[config.mk]
export PLATFORM = sky130hd
export DESIGN_NAME = cp0_exc_unit
export DESIGN_NICKNAME = d
export VERILOG_FILES = /design/src/rtl/cp0_exc_unit.sv
export SDC_FILE = /design/constraint.sdc
export NUM_CORES = 1
export LEC_CHECK = 0
export ABC_AREA = 1
export CAP_MARGIN = 15
export CORE_MARGIN = 2
export CORE_UTILIZATION = 42
export CTS_CLUSTER_DIAMETER = 120
export CTS_CLUSTER_SIZE = 40
export DETAILED_ROUTE_END_ITERATION = 10
export PLACE_DENSITY_LB_ADDON = 0.05
export SLEW_MARGIN = 20
export SYNTH_ARGS = -nofsm -noshare
export SYNTH_HDL_FRONTEND = slang
export SYNTH_SLANG_ARGS = --single-unit
[constraint.sdc]
create_clock -name clk -period 2 [get_ports clk]
set_clock_uncertainty 0.15 [all_clocks]
set_input_delay 0.5 -clock clk [delete_from_list [all_inputs] [get_ports clk]]
set_output_delay 0.5 -clock clk [all_outputs]
set_load 0.005 [all_outputs]
[src/rtl/cp0_exc_unit.sv]
// CP0 exception/interrupt unit: SR, Cause, EPC, PRId, M-stage entry and eret.
// Ports: clk/reset_n, M-stage pc/bd/exc, hw_int, mfc0/mtc0/eret, flush + vector.
// Optional CP0_TIMER_EN adds Count (9), Compare (11) and a timer interrupt on IP[15].
module cp0_exc_unit #(
  parameter logic [31:0] PRID       = 32'h0000_0001,
  parameter logic [31:0] EXC_VECTOR = 32'h0000_4180
) (
  input  logic        clk,
  input  logic        reset_n,
  input  logic [31:0] pc_m,
  input  logic        bd_m,
  input  logic        exc_valid,
  input  logic [4:0]  exc_code,
  input  logic [5:0]  hw_int,
  input  logic [4:0]  cp0_addr,
  input  logic        cp0_we,
  input  logic [31:0] cp0_din,
  input  logic        eret,
  output logic [31:0] cp0_dout,
  output logic [31:0] epc_out,
  output logic        exc_req,
  output logic [31:0] handler_pc
);

  localparam logic [4:0] A_COUNT   = 5'd9;
  localparam logic [4:0] A_COMPARE = 5'd11;
  localparam logic [4:0] A_SR      = 5'd12;
  localparam logic [4:0] A_CAUSE   = 5'd13;
  localparam logic [4:0] A_EPC     = 5'd14;
  localparam logic [4:0] A_PRID    = 5'd15;

  logic [5:0]  sr_im_q,  sr_im_d;
  logic        sr_exl_q, sr_exl_d;
  logic        sr_ie_q,  sr_ie_d;
  logic        bd_q,     bd_d;
  logic [5:0]  ip_q,     ip_d;
  logic [4:0]  code_q,   code_d;
  logic [31:0] epc_q,    epc_d;

  logic [5:0]  irq_lines;
  logic        int_pend;
  logic        exc_pend;
  logic        wr_ok;
  logic [31:0] sr_rd;
  logic [31:0] cause_rd;
  logic [31:0] count_rd;
  logic [31:0] compare_rd;

`ifdef CP0_TIMER_EN
  logic [31:0] count_q,   count_d;
  logic [31:0] compare_q, compare_d;
  logic        tpend_q,   tpend_d;

  // Timer interrupt takes over the top hardware line.
  assign irq_lines  = {tpend_q, hw_int[4:0]};
  assign count_rd   = count_q;
  assign compare_rd = compare_q;

  always_comb begin
    count_d   = count_q + 32'd1;
    compare_d = compare_q;
    tpend_d   = tpend_q;
    if (count_q == compare_q && compare_q != 32'd0)
      tpend_d = 1'b1;
    if (wr_ok && cp0_addr == A_COUNT)
      count_d = cp0_din;
    if (wr_ok && cp0_addr == A_COMPARE) begin
      compare_d = cp0_din;
      tpend_d   = 1'b0;
    end
  end

  always_ff @(posedge clk or negedge reset_n) begin
    if (!reset_n) begin
      count_q   <= '0;
      compare_q <= '0;
      tpend_q   <= 1'b0;
    end else begin
      count_q   <= count_d;
      compare_q <= compare_d;
      tpend_q   <= tpend_d;
    end
  end
`else
  assign irq_lines  = hw_int;
  assign count_rd   = '0;
  assign compare_rd = '0;
`endif

  // Masking uses registered SR, so an mtc0 SR acts from the next cycle.
  assign int_pend = (|(irq_lines & sr_im_q)) & sr_ie_q & ~sr_exl_q;
  assign exc_pend = exc_valid & ~sr_exl_q;
  assign exc_req  = (int_pend | exc_pend) & reset_n;

  // A cancelled instruction must not commit its mtc0.
  assign wr_ok = cp0_we & ~exc_req;

  always_comb begin
    sr_im_d  = sr_im_q;
    sr_exl_d = sr_exl_q;
    sr_ie_d  = sr_ie_q;
    bd_d     = bd_q;
    ip_d     = irq_lines;
    code_d   = code_q;
    epc_d    = epc_q;
    if (exc_req) begin
      sr_exl_d = 1'b1;
      bd_d     = bd_m;
      code_d   = int_pend ? 5'd0 : exc_code;
      epc_d    = bd_m ? pc_m - 32'd4 : pc_m;
    end else begin
      if (wr_ok && cp0_addr == A_SR) begin
        sr_im_d  = cp0_din[15:10];
        sr_exl_d = cp0_din[1];
        sr_ie_d  = cp0_din[0];
      end
      if (wr_ok && cp0_addr == A_EPC)
        epc_d = {cp0_din[31:2], 2'b00};
      if (eret)
        sr_exl_d = 1'b0;
    end
  end

  always_ff @(posedge clk or negedge reset_n) begin
    if (!reset_n) begin
      sr_im_q  <= '0;
      sr_exl_q <= 1'b0;
      sr_ie_q  <= 1'b0;
      bd_q     <= 1'b0;
      ip_q     <= '0;
      code_q   <= '0;
      epc_q    <= '0;
    end else begin
      sr_im_q  <= sr_im_d;
      sr_exl_q <= sr_exl_d;
      sr_ie_q  <= sr_ie_d;
      bd_q     <= bd_d;
      ip_q     <= ip_d;
      code_q   <= code_d;
      epc_q    <= epc_d;
    end
  end

  assign sr_rd = {16'd0, sr_im_q, 8'd0,
                  sr_exl_q, sr_ie_q};
  assign cause_rd = {bd_q, 15'd0, ip_q,
                     3'd0, code_q, 2'd0};

  always_comb begin
    cp0_dout = '0;
    case (cp0_addr)
      A_COUNT:   cp0_dout = count_rd;
      A_COMPARE: cp0_dout = compare_rd;
      A_SR:      cp0_dout = sr_rd;
      A_CAUSE:   cp0_dout = cause_rd;
      A_EPC:     cp0_dout = epc_q;
      A_PRID:    cp0_dout = PRID;
      default:   cp0_dout = '0;
    endcase
  end

  assign epc_out    = epc_q;
  assign handler_pc = EXC_VECTOR;

endmodule

==> results.yml, run 1 <==
power_and_ir_drop:
  internal_power_w: 0.00276
  combPwrFrac_pct: 45.9
  p_seq_share_pct: 37.5
  powerDensity_nw_per_um2: 665
  ir_drop_mv: 0.368
  clkPwrFrac_pct: 16.7
  switchingPower_w: 0.00147
  p_sw_share_pct: 34.7
  p_leak_nw: 3.25
run_status:
  run_status: "finished with violations"
  violations: "negative setup slack"
worst_setup_path:
  arrival_ps: 1480
  critPathMaxFanout: 6
  crit_type: "in2out"
  required_ps: 1350
  endpoint_kind: "output port"
  startpoint_type: "input port"
run:
  drv_cap: 0
timing:
  setup_tns_ps: -2420
  min_period_over_period_pct: 107
  finalMaxSlewViolations: 0
  hold_violations: 0
  fin_ws_ps: -134
  hold_slack_ps: 187
  worst_pin_slew_ps: 692
  fmax_ghz: 0.469
  setup_viol: 32
  slew_headroom_pct: 53.8
  grt_setup_unrepaired: "yes"
  min_period_ps: 2130
yosys:
  synth_cells: 549
  synth_area_leader_cell: "dfrtp_1"
  netlist-cell-type-count: 36
  ys_dominant_reg_cell: "dfrtp_1"
  synth_edf_count: 0
  synth.most_common_cell: "nand2_1"
  syn_area_um2: 3810
  postSynthAreaPerCell_um2: 6.94
  async_flop_share_pct: 100
  synth_seq_cells: 52
  yosysWarnings: 0
  synthTopCellsByArea: "dfrtp_1, nand2_1, inv_1"
  synthTopCellsByCount: "nand2_1, inv_1, nor2_1"
  yosys.area.top_type_share_pct: 34.2
  ys_seq_area_share_pct: 34.2
clocking:
  cts_root_buf: "clkbuf_8"
  cts.sinks: 52
  path_clk_slew_ps: 90
  clk-insertion-delay-late_ps: 300
  cts-buffers-inserted: 5
  cts_tree: "yes"
  clk_path_buf_depth: 2
  htree_levels: 2
  ctsHoldBuffers: 0
global_routing:
  gr-total-overflow: 0
  grt_max_degree: 53
  antenna_found_initial: 2
  grt_pass1_vias: 4234
  grt_pass1_wl_mm: 20.8
  track_usage_pct: 26.4
floorplanning:
  core_um2: 8760
  die-area_um2: 9840
  die_width_um: 99.2
  pin_count: 183
  rows: 34
  die_h_um: 99.2
  start_util_pct: 43.4
detailed_routing:
  drt_iter0_drc: 135
  ant_nets: 0
  num_vias: 4348
  wl_mm: 13.2
  drc_errors: 0
  wl_per_cell_um: 14.7
  first_pass_iters: 4
  avgViaCountPerCell: 4.86
place:
  dp.final_hpwl_mm: 9.54
  io_buffers: 150
  dp.cells: 860
  gp_congestion: 0.938
  placed_cell_area_um2: 5740
  preCtsSetupSlack_ps: -883
finish:
  areaGrowthSynthToFinish_pct: 66.6
  drive_gt1_share_pct: 29.7
  fin_cells: 895
  final_cell_area_um2: 6340
  fin_nets: 873
min_path:
  worstHoldPathType: "in2async"
[state kept, by name, summed over array words and instances (netlist names)]
signal / count
bd_q: 1
code_q: 5
epc_out: 32
ip_q: 6
sr_exl_q: 1
sr_ie_q: 1
sr_im_q: 6
[cell usage in the layout (no fill, tap or decap), types with 4 or more instances in the layout]
cell,n
nand2_1,128
clkdlybuf4s50_1,92
buf_4,76
inv_1,74
dfrtp_1,52
buf_2,34
conb_1,32
nor2_1,30
o21ai_0,30
o21ai_1,28
nand3_1,24
nor2_2,23
nor2_4,22
buf_6,16
xor2_1,10
dlymetal6s2s_1,8
inv_2,7
nand2_2,7
o211ai_1,7
a21oi_1,7
nand2_4,6
nand3_2,5
o22ai_2,5
nand4_1,5
xnor2_1,5
clkbuf_8,5
clkdlybuf4s15_1,5
dlygate4sd2_1,5
buf_8,5
buf_12,4
[per-stage QoR]
step / total power, W / utilization [%]
CTS: 0.00413 / 69.3
global placement: 0.00332 / 65.5
detailed placement: 0.00336 / 65.5
finish: 0.00422 / 72.4
global route: 0.00450 / 72.4
floorplan: 0.00234 / -
[worst paths after layout]
path                                   from            to  slack [ps]  depth (start not counted)
worst max-delay path            cp0_addr[0]  cp0_dout[19]        -130                          8
worst min-delay path                reset_n      sr_exl_q         190                          2
worst max register to register   sr_im_q[2]    epc_out[8]         150                         12
worst min register to register  epc_out[24]   epc_out[24]         370                          2
max in group asynchronous           reset_n   epc_out[21]        1050                          2
min in group clk                  hw_int[5]       ip_q[5]         270                          1
[per-layer routing]
metal	global-route usage [%]	vias to the layer above	part of all wire [%]
met3	2.46	18	5.9
met5	0	-	0
met4	8.64	0	2.2
li1	-	2134	-
met1	35.6	2036	42
met2	44.9	160	49
[power groups by stage]
stage	Clock (W)	Sequential (W)	Combinational, W
6_report	0.000703	0.00158	0.00194
5_1_grt	0.000762	0.00162	0.00212
4_1_cts	0.000719	0.00158	0.00183
3_5_place_dp	0	0.00160	0.00176
3_3_place_gp	0	0.00159	0.00174
2_1_floorplan	0	0.00160	0.000743
[what timing repair did]
action | 4_1_cts | 5_1_grt
endpoints found under the setup margin | 74 | 59
pin swaps | 24 | 35
buffers inserted | 22 | 5
gates cloned | 3 | 0
resized for setup | 222 | 75
endpoints found under the hold margin | 0 | 0
[critical path, stage by stage]
cell and delay, ps:
buf_8 100, nor2_4 130, nand3_4 160, buf_16 180, buf_4 130, buf_6 110
nor2_2 60, buf_2 110
[cell families (layout without fill, tap and decap cells)]
kind of cell	count (synthesis)	after routing	synth area share [%]
buffers and inverters	132	338	17.7
AND/OR/NAND/NOR	261	261	31.7
AO/OA/AOI/OAI	85	85	12.2
adder cells (fa/ha/maj)	1	1	0.329
XOR/XNOR	16	16	3.68
flip-flops	52	52	34.2
other	2	34	0.197
[area by class of cell]
| cell class | instances | area [um2] |
|---|---|---|
| Fill cell | 716 | 2420 |
| Timing Repair Buffer | 248 | 2250 |
| Multi-Input combinational cell | 395 | 2230 |
| Sequential cell | 52 | 1300 |
| Inverter | 84 | 325 |
| Tap cell | 108 | 135 |
| Clock buffer | 5 | 68.8 |
| Clock inverter | 1 | 30.0 |
| Antenna cell | 2 | 5.00 |
Power figures use the tool's default switching activity.
==> run 2: changes to the inputs <==
--- a/config.mk
+++ b/config.mk
@@ -10,10 +10,8 @@
 export CORE_MARGIN = 2
 export CORE_UTILIZATION = 42
 export CTS_CLUSTER_DIAMETER = 120
-export CTS_CLUSTER_SIZE = 40
 export DETAILED_ROUTE_END_ITERATION = 10
 export PLACE_DENSITY_LB_ADDON = 0.05
-export SLEW_MARGIN = 20
 export SYNTH_ARGS = -nofsm -noshare
 export SYNTH_HDL_FRONTEND = slang
 export SYNTH_SLANG_ARGS = --single-unit
==> results of run 2 <==
No change in the layout: final DEF, timing and power equal those of run 1.
